`src/rtl/drbg_ks_pkg.sv`:
```
// Shared word width, slice-count helper and request FSM encoding for the
// DRBG keystream slicer.
package drbg_ks_pkg;

  localparam int unsigned DRBG_WORD_W = 256;

  typedef enum logic [1:0] {
    StIdle,
    StReq,
    StGap
  } drbg_ks_state_e;

  function automatic int unsigned slices_per_word(input int unsigned out_width);
    return DRBG_WORD_W / out_width;
  endfunction

endpackage

```
`src/rtl/ks_word_fifo.sv`:
```
// Small synchronous FIFO of 256-bit DRBG words with flush, head and occupancy outputs.
module ks_word_fifo
  import drbg_ks_pkg::*;
#(
  parameter int unsigned DEPTH = 2
) (
  input  logic                           clk,
  input  logic                           reset_n,
  input  logic                           push,
  input  logic [DRBG_WORD_W-1:0]         push_data,
  input  logic                           pop,
  input  logic                           flush,
  output logic [DRBG_WORD_W-1:0]         head,
  output logic [$clog2(DEPTH + 1)-1:0]   count,
  output logic                           empty
);

  localparam int unsigned PtrW = $clog2(DEPTH);
  localparam int unsigned CntW = $clog2(DEPTH + 1);

  logic [DRBG_WORD_W-1:0] mem_q [DEPTH];
  logic [PtrW-1:0]        wr_ptr_q;
  logic [PtrW-1:0]        rd_ptr_q;
  logic [CntW-1:0]        count_q;
  logic                   do_push;
  logic                   do_pop;

  // Flush wins over both ends of the queue.
  assign do_push = push & ~flush;
  assign do_pop  = pop & ~flush & (count_q != '0);

  always_ff @(posedge clk or negedge reset_n) begin
    if (!reset_n) begin
      wr_ptr_q <= '0;
      rd_ptr_q <= '0;
      count_q  <= '0;
    end else if (flush) begin
      wr_ptr_q <= '0;
      rd_ptr_q <= '0;
      count_q  <= '0;
    end else begin
      if (do_push) wr_ptr_q <= wr_ptr_q + 1'b1;
      if (do_pop)  rd_ptr_q <= rd_ptr_q + 1'b1;
      if (do_push && !do_pop) begin
        count_q <= count_q + 1'b1;
      end else if (!do_push && do_pop) begin
        count_q <= count_q - 1'b1;
      end
    end
  end

  always_ff @(posedge clk) begin
    if (do_push) mem_q[wr_ptr_q] <= push_data;
  end

  assign head  = mem_q[rd_ptr_q];
  assign count = count_q;
  assign empty = (count_q == '0);

endmodule

```
`src/rtl/drbg_keystream_slicer.sv`:
```
// Requests words from the hash DRBG, buffers them and serves OUT_WIDTH-bit keystream slices.
// Optional KS_UNDERRUN_CNT_EN adds a saturating underrun_cnt output.
module drbg_keystream_slicer
  import drbg_ks_pkg::*;
#(
  parameter int unsigned OUT_WIDTH  = 32,
  parameter int unsigned FIFO_DEPTH = 2
) (
  input  logic                   clk,
  input  logic                   reset_n,
  input  logic                   drbg_init_ready,
  input  logic                   drbg_busy,
  output logic                   drbg_next_bits,
  input  logic                   drbg_next_bits_ready,
  input  logic [DRBG_WORD_W-1:0] drbg_random_bits,
  input  logic                   flush,
  output logic                   ks_valid,
  input  logic                   ks_ready,
  output logic [OUT_WIDTH-1:0]   ks_data,
  output logic [31:0]            words_consumed
`ifdef KS_UNDERRUN_CNT_EN
  ,
  output logic [15:0]            underrun_cnt
`endif
);

  localparam int unsigned SPW  = slices_per_word(OUT_WIDTH);
  localparam int unsigned IdxW = (SPW > 1) ? $clog2(SPW) : 1;
  localparam int unsigned CntW = $clog2(FIFO_DEPTH + 1);
  localparam logic [IdxW-1:0] LastIdx = IdxW'(SPW - 1);

  drbg_ks_state_e state_q;
  logic           nbr_q;
  logic           pending_q;
  logic           discard_q;
  logic           capture;
  logic           accept;
  logic           push;
  logic           pop;
  logic           advance;
  logic           last_slice;
  logic           can_req;
  logic           fifo_empty;
  logic [CntW-1:0]        fifo_count;
  logic [DRBG_WORD_W-1:0] head;
  logic [SPW-1:0][OUT_WIDTH-1:0] head_slices;
  logic [IdxW-1:0]        idx_q;
  logic [OUT_WIDTH-1:0]   slice;
  logic [OUT_WIDTH-1:0]   last_q;

  assign capture = drbg_next_bits_ready & ~nbr_q;
  assign accept  = capture & pending_q;
  assign push    = accept & ~discard_q & ~flush;

  // Only one request may be in flight, so with none pending the free-slot test is plain occupancy.
  assign can_req = drbg_init_ready & ~drbg_busy & ~pending_q
                 & (fifo_count < CntW'(FIFO_DEPTH));

  ks_word_fifo #(
    .DEPTH (FIFO_DEPTH)
  ) u_fifo (
    .clk       (clk),
    .reset_n   (reset_n),
    .push      (push),
    .push_data (drbg_random_bits),
    .pop       (pop),
    .flush     (flush),
    .head      (head),
    .count     (fifo_count),
    .empty     (fifo_empty)
  );

  always_ff @(posedge clk or negedge reset_n) begin
    if (!reset_n) begin
      state_q        <= StIdle;
      drbg_next_bits <= 1'b0;
      nbr_q          <= 1'b0;
      pending_q      <= 1'b0;
      discard_q      <= 1'b0;
    end else begin
      nbr_q <= drbg_next_bits_ready;
      if (accept) pending_q <= 1'b0;
      // A word still in flight at flush belongs to the old frame; one arriving now is dropped anyway.
      if (flush) begin
        discard_q <= pending_q & ~capture;
      end else if (accept) begin
        discard_q <= 1'b0;
      end
      unique case (state_q)
        StIdle, StGap: begin
          if (can_req) begin
            state_q        <= StReq;
            drbg_next_bits <= 1'b1;
            pending_q      <= 1'b1;
          end else begin
            state_q <= StIdle;
          end
        end
        StReq: begin
          if (capture) begin
            state_q        <= StGap;
            drbg_next_bits <= 1'b0;
          end else if (!drbg_init_ready) begin
            state_q        <= StIdle;
            drbg_next_bits <= 1'b0;
          end
        end
        default: begin
          state_q        <= StIdle;
          drbg_next_bits <= 1'b0;
        end
      endcase
    end
  end

  assign head_slices = head;
  assign slice       = head_slices[idx_q];
  assign ks_valid    = ~fifo_empty;
  assign ks_data     = ks_valid ? slice : last_q;
  assign last_slice  = (idx_q == LastIdx);
  assign advance     = ks_valid & ks_ready & ~flush;
  assign pop         = advance & last_slice;

  always_ff @(posedge clk or negedge reset_n) begin
    if (!reset_n) begin
      idx_q          <= '0;
      last_q         <= '0;
      words_consumed <= '0;
    end else begin
      if (ks_valid) last_q <= slice;
      if (flush) begin
        idx_q <= '0;
      end else if (advance) begin
        idx_q <= last_slice ? '0 : idx_q + 1'b1;
      end
      if (pop) words_consumed <= words_consumed + 32'd1;
    end
  end

`ifdef KS_UNDERRUN_CNT_EN
  always_ff @(posedge clk or negedge reset_n) begin
    if (!reset_n) begin
      underrun_cnt <= '0;
    end else if (flush) begin
      underrun_cnt <= '0;
    end else if (ks_ready && !ks_valid && underrun_cnt != 16'hFFFF) begin
      underrun_cnt <= underrun_cnt + 16'd1;
    end
  end
`endif

endmodule

```
`config.mk`:
```
export PLATFORM = sky130hd
export DESIGN_NAME = drbg_keystream_slicer
export DESIGN_NICKNAME = d
export VERILOG_FILES = /design/src/rtl/drbg_ks_pkg.sv /design/src/rtl/ks_word_fifo.sv /design/src/rtl/drbg_keystream_slicer.sv
export SDC_FILE = /design/constraint.sdc
export NUM_CORES = 1
export LEC_CHECK = 0
export BUFFER_PORTS_ARGS = -buffer_cell sky130_fd_sc_hd__buf_4
export CORE_AREA = 4 4 219 275
export DETAILED_ROUTE_END_ITERATION = 8
export DIE_AREA = 0 0 223 279
export GPL_TIMING_DRIVEN = 1
export PLACE_DENSITY = 0.59
export SLEW_MARGIN = 10
export SYNTH_ARGS = -nofsm -noshare
export SYNTH_HDL_FRONTEND = slang
export SYNTH_SLANG_ARGS = --single-unit
```
`constraint.sdc`:
```
create_clock -name clk -period 21.6 [get_ports clk]
set_input_delay 4.32 -clock clk [delete_from_list [all_inputs] [get_ports clk]]
set_output_delay 4.32 -clock clk [all_outputs]
set_load 0.02 [all_outputs]
```
# Word-level counts from Yosys, hierarchy flattened
# Memories as Yosys holds them, arrays and structs flattened.
# Cells that the tools add are included.
# totals
output_inout_bits	66
reg_bits	77
ramBits	512
wordCells	88
mem_count	1
input_bits	263
# mem_list
name	depth	width	rd	rd_clocked_by_memory_dff	wr	line_no	rtl
u_fifo.mem_q	2	256	1	0	1	ks_word_fifo.sv:21	logic [DRBG_WORD_W-1:0] mem_q [DEPTH];
# classes
magnitude_cmp	2
reduce_logical	14
bitwise_logic	21
n_mux	28
n_eq_ne	5
n_addsub	6
# ops
cell	n
$bmux W32 S3	1
$mux W32	2
$add A32 B1 Y32 const B	1
$mux W1	15
$and A1 B1 Y1	14
$mux W2	5
$reduce_bool A2 Y1	5
$mux W3	3
$not A1 Y1	7
$logic_not A2 Y1	2
$lt A3 B4 Y1 const B	1
$pmux W2 S2	1
$add A3 B1 Y3 const B	1
$eq A3 B3 Y1 const B	1
$ne A3 B3 Y1 const B	1
$reduce_bool A3 Y1	1
$add A1 B1 Y1 const B	2
$add A2 B1 Y2 const B	1
$eq A2 B1 Y1 const B	1
$eq A2 B2 Y1 const B	1
$logic_and A1 B1 Y1	2
$logic_not A1 Y1	2
$lt A2 B2 Y1 const B	1
$ne A2 B2 Y1 const B	1
other kinds (4)	4

# Logic depth before layout (Yosys ltp)
# depth
ltp_word	11
ltp_mapped	7
mapped_depth_nobuf	6

# By module
# A second synthesis with hierarchy kept.
# hier_totals
cells_unflattened	1200
hier_area_um2	24547.3
# modules_own_cells
module	area_per_inst_um2	cells_each	instances	seq_area_each_um2
ks_word_fifo	19700.1	821	1	15474.8
drbg_keystream_slicer	4847.1	379	1	1826.8

# Worst setup path before layout
# No wires, ideal clock.
# synth_path
path_kind	input-to-reg
start	in drbg_next_bits_ready
end	mem u_fifo.mem_q[1][0], enable pin
setup_time_ps	1239
stages	3
n_path_buf	1
t_arrival_ps	23114
t_required_ps	20361
setup_slack_ps	-2753
path_cell_list	nand4bb_1 -> clkbuf_1 -> nor3b_1
# synth_between
elab_chain_len	7
# synth_lines
item	line_no	rtl
start: declaration	drbg_keystream_slicer.sv:14	input logic drbg_next_bits_ready,
$and A1 B1 Y1	drbg_keystream_slicer.sv:51	assign capture = drbg_next_bits_ready & ~nbr_q;
$and A1 B1 Y1	drbg_keystream_slicer.sv:52	assign accept = capture & pending_q;
$and A1 B1 Y1 (2 in a row)	drbg_keystream_slicer.sv:53	assign push = accept & ~discard_q & ~flush;
$and A1 B1 Y1	ks_word_fifo.sv:29	assign do_push = push & ~flush;
$mux W1	ks_word_fifo.sv:53	if (do_push) mem_q[wr_ptr_q] <= push_data;
$mux W1 (not written as such)	ks_word_fifo.sv:53	
end: declaration	ks_word_fifo.sv:21	
# No other way between the ends.

# Worst setup path in the final report
# layout_path
start	reg idx_q[1]
end	out ks_data[28]
# layout_between
elab_chain_len	3
# layout_lines
item	line_no	rtl
start: declaration	drbg_keystream_slicer.sv:47	logic [IdxW-1:0] idx_q;
start signal: assignment	drbg_keystream_slicer.sv:134	idx_q <= last_slice ? '0 : idx_q + 1'b1;
$bmux W32 S3	drbg_keystream_slicer.sv:117	assign slice = head_slices[idx_q];
$mux W32 (not written as such)	drbg_keystream_slicer.sv:117	
$mux W32	-	
end: declaration	drbg_keystream_slicer.sv:19	output logic [OUT_WIDTH-1:0] ks_data,
# No other way between the ends. The select of a mux whose other input is x is not followed.

==> flow_summary_export.csv <==
group,metric,value,unit
outcome,result_of_the_run,"complete, no violations",
power,power_report.internal_total,1.97,mW
global_routing,grt_antenna_before_repair,11,
clock_tree,clkSinkCount,589,
synth,post_synth_main_area_contributors,"sky130_fd_sc_hd__edfxtp_1 67%, sky130_fd_sc_hd__mux2i_1 11%, sky130_fd_sc_hd__dfrtp_1 8.4%, sky130_fd_sc_hd__nand2_1 2.3%, sky130_fd_sc_hd__a22oi_1 2.1%",
timing,min_period_over_period,38.0,%
detailed_routing,dr_total_vias,13200,
timing,max_slew.worst_pin.slew,1.19,ns
detailed_routing,detail_route.iter0.violations,876,
setup_path,logic_depth_of_the_worst_register_to_register_path,4,
place,buffer_ports.inserted,328,
timing,fmax_achieved,0.122,GHz
power,power.static_leakage,9.76,nW
clock_tree,path_clk_slew,0.06,ns
power,net-switching-power,0.562,mW
floorplan,initial_utilization,39.5,%
clock_tree,clkLatencyLatePin,0.61,ns
synth,ys.flop_type,"sky130_fd_sc_hd__edfxtp_1",
job,max-cap-violations,0,
worst_hold_path,holdCritStartpoint,"last_q[11]$_DFF_PN0_",
timing,slew_viol_final,0,
setup_path,criticalPathCategory,"flop to output pin",
timing,timing.setup.tns,0,ns
synth,seq_area_frac_synth,75.6,%
synth,synth_top_area_share,67.2,%
clock_tree,cts_htree_levels,2,
power,netSwitchingFraction,22.2,%
setup_path,startpoint_type,"flop",
power,comb_power_share,8.9,%
detailed_routing,ant_nets,0,
power,ir_worst_vdd,0.0000607,V
synth,netlist.top_cell.by_area,"sky130_fd_sc_hd__edfxtp_1",
floorplan,core_area,0.0578,mm^2
timing,timing.clock.skew,0.0212,ns
clock_tree,cts_tree,"done",
clock_tree,postCtsSetupRepairBufs,0,
setup_path,rrSetupSlack,18.19,ns
global_routing,grt_max_degree,188,
power,share_seq_of_total_power,51.4,%
synth,synth.avg_cell_area,16.5,um^2
timing,slew_headroom,21.0,%
floorplan,number_of_placed_i_o_pins,329,
setup_path,worstPathRequired,17.28,ns
clock_tree,clockRootBuffer,"sky130_fd_sc_hd__clkbuf_16",
worst_hold_path,holdPathStages,2,
detailed_routing,drt-total-wl,57.1,mm
finish,final.fill_count,4885,
synth,synth_edf_count,512,
clock_tree,post_cts_hold_buffer_count,0,
timing,finalSetupViolations,0,
place,post-dp-hpwl,35.9,mm
setup_path,timing.rr.start,"discard_q$_DFFE_PN0P_",
floorplan,row_count,99,
power,power.density,90.1,mW/mm^2
clock_tree,cts_repair_resize_count,0,
clock_tree,cts_buffers,58,
timing,hold_viol_final,0,
finish,layout.core_utilization,48.6,%
timing,finalCriticalPeriod,8.22,ns
timing,hold_slack,0.479,ns
synth,yosysUniqueCellTypes,45,
setup_path,worst-path-max-fanout,46,
setup_path,worst_r2r_endpoint,"u_fifo.mem_q[0][63]$_DFFE_PP_",
floorplan,fp.dieArea,0.0622,mm^2
worst_hold_path,hold_path_end,"last_q[11]$_DFF_PN0_",
timing,setup_repair_after_global_routing_missed_its_margin,"no",
place,gp_congestion,0.814,
setup_path,worstSetupEndpointType,"output pin",
global_routing,first_global_vias,13500,
finish,multiInputGateArea,0.00531,mm^2
synth,synth_warnings,0,
finish,num-nets-final,1984,
synth,mappedNetlistNets,1652,
global_routing,track_usage,17.6,%
floorplan,dieHeight,279,um
finish,fraction_of_final_layout_cells_sized_beyond_drive_strength_1,25.5,%
synth,cell_area_after_synthesis,0.0229,mm^2
detailed_routing,routed_via_density,5.20,
power,clock_power_share,39.7,%
finish,seq_area,0.0173,mm^2
global_routing,grt_pass1_wl,83.3,mm
global_routing,gr-total-overflow,0,
detailed_routing,detail_route.first_pass.iterations,5,
synth,syn_inst,1386,
setup_path,critPathArrivalTime,3.90,ns
clock_tree,cts-root-to-sink-buffers,3,
worst_hold_path,timing.hold.worst.class,"flop to flop",
floorplan,die-width,223,um
synth,ys_seq_elements,589,
detailed_routing,route.detailed.drc,0,
synth,synthArstFlopShare,13.1,%
finish,syn_to_final_growth,23.0,%
detailed_routing,wire_per_inst,22.6,um
==> cells in the final DEF (no fill, tap or decap), types with 10 or more instances in the layout <==
cell,count
sky130_fd_sc_hd__clkbuf_1,17
sky130_fd_sc_hd__a22oi_1,64
sky130_fd_sc_hd__clkinv_2,10
sky130_fd_sc_hd__edfxtp_1,512
sky130_fd_sc_hd__nand3_1,74
sky130_fd_sc_hd__nor2_1,10
sky130_fd_sc_hd__xor2_1,14
sky130_fd_sc_hd__nand2_1,143
sky130_fd_sc_hd__a21oi_1,37
sky130_fd_sc_hd__xnor2_1,21
sky130_fd_sc_hd__diode_2,10
sky130_fd_sc_hd__dfrtp_1,76
sky130_fd_sc_hd__clkbuf_16,59
sky130_fd_sc_hd__mux2i_1,257
sky130_fd_sc_hd__buf_4,341
sky130_fd_sc_hd__nand4_1,40
==> logic make-up (layout without fill, tap and decap cells) <==
| kind of cell | Yosys count | after routing | share of synthesized area (%) |
|---|---|---|---|
| fa+ha+maj | 3 | 3 | 0.164 |
| compound gates | 110 | 110 | 3.22 |
| simple gates | 314 | 314 | 6.87 |
| mux | 258 | 258 | 11.3 |
| flops | 589 | 589 | 75.6 |
| buf+inv | 77 | 458 | 1.47 |
| other cells | 0 | 10 | 0 |
| xor+xnor | 35 | 35 | 1.34 |
==> layout make-up <==
class                           instances  share of cell area (%)
Inverter                                5                  0.0667
Multi-Input combinational cell        720                    18.9
Antenna cell                           10                  0.0889
Tap cell                              757                    3.37
Clock inverter                         27                    1.04
Clock buffer                           82                    5.77
Timing Repair Buffer                  344                    9.31
Sequential cell                       589                    61.5
==> metrics by stage <==
step           setup slack [ns]  instance area (um^2)  power, mW  instances
5_1_grt                   13.15                 28100       2.63       2534
4_1_cts                   13.34                 28100       2.57       2524
2_1_floorplan              6.37                 22900       1.43       1386
3_3_place_gp              14.10                 26200       1.55       2415
3_5_place_dp              14.01                 26200       1.56       2415
6_report                  13.38                 28100       2.54       2534
==> Yosys cell counts, drive strengths merged (2+ instances only) <==
library cell and number:
nor3b 3, xor2 14, a21oi 37, a22oi 64
or3 4, xnor2 21, mux2i 257, clkbuf 30
nor4 10, nand4bb 3, and3 3, dfrtp 77
nor2 13, nand4 41, nor2b 2, nand3 75
o21ai 2, nand2 143, ha 3, inv 5
nor3 6, buf 42, edfxtp 512, and2 4
nand2b 3
==> power by group through the flow <==
stage | combinational [mW] | sequential (mW) | clock [mW]
floorplan | 0.0955 | 1.33 | 0
global placement | 0.227 | 1.33 | 0
detailed placement | 0.230 | 1.33 | 0
CTS | 0.230 | 1.30 | 1.03
global route | 0.242 | 1.31 | 1.08
finish | 0.227 | 1.30 | 1.01
==> flip-flops by register name, summed over array words and instances, names as in the netlist, 2 cells and up <==
| name | cells |
|---|---|
| words_consumed | 32 |
| state_q | 2 |
| u_fifo.count | 2 |
| u_fifo.mem_q | 512 |
| last_q | 32 |
| idx_q | 3 |
==> worst max-delay path, stage by stage, from the launching register on <==
cell	delay [ns]
sky130_fd_sc_hd__dfrtp_4	0.93
sky130_fd_sc_hd__buf_4	0.68
sky130_fd_sc_hd__buf_4	0.66
sky130_fd_sc_hd__mux2i_1	0.16
sky130_fd_sc_hd__a22oi_1	0.20
sky130_fd_sc_hd__nand4_1	0.20
sky130_fd_sc_hd__nand3_1	0.21
sky130_fd_sc_hd__buf_4	0.16
==> routing by layer <==
metal / share of wire, % / vias to the layer above / track usage, %
met5: 0.023 / - / 0
met4: 3.0 / 2 / 6.59
met3: 5.0 / 86 / 3.09
met2: 49 / 375 / 28.6
met1: 43 / 6695 / 23.9
li1: - / 6007 / -
==> worst max-delay path by stage <==
stage | startpoint | slack, ns | cells after the start | to
2_1_floorplan | drbg_next_bits_ready | 6.37 | 3 | u_fifo.mem_q[1][0]$_DFFE_PP_
3_5_place_dp | idx_q[1]$_DFFE_PN0P_ | 14.01 | 7 | ks_data[28]
3_3_place_gp | idx_q[1]$_DFFE_PN0P_ | 14.10 | 7 | ks_data[28]
6_report | idx_q[1]$_DFFE_PN0P_ | 13.38 | 7 | ks_data[28]
4_1_cts | idx_q[1]$_DFFE_PN0P_ | 13.34 | 7 | ks_data[28]
5_1_grt | idx_q[1]$_DFFE_PN0P_ | 13.15 | 7 | ks_data[28]
No activity file was read; power rests on OpenSTA's default activity.
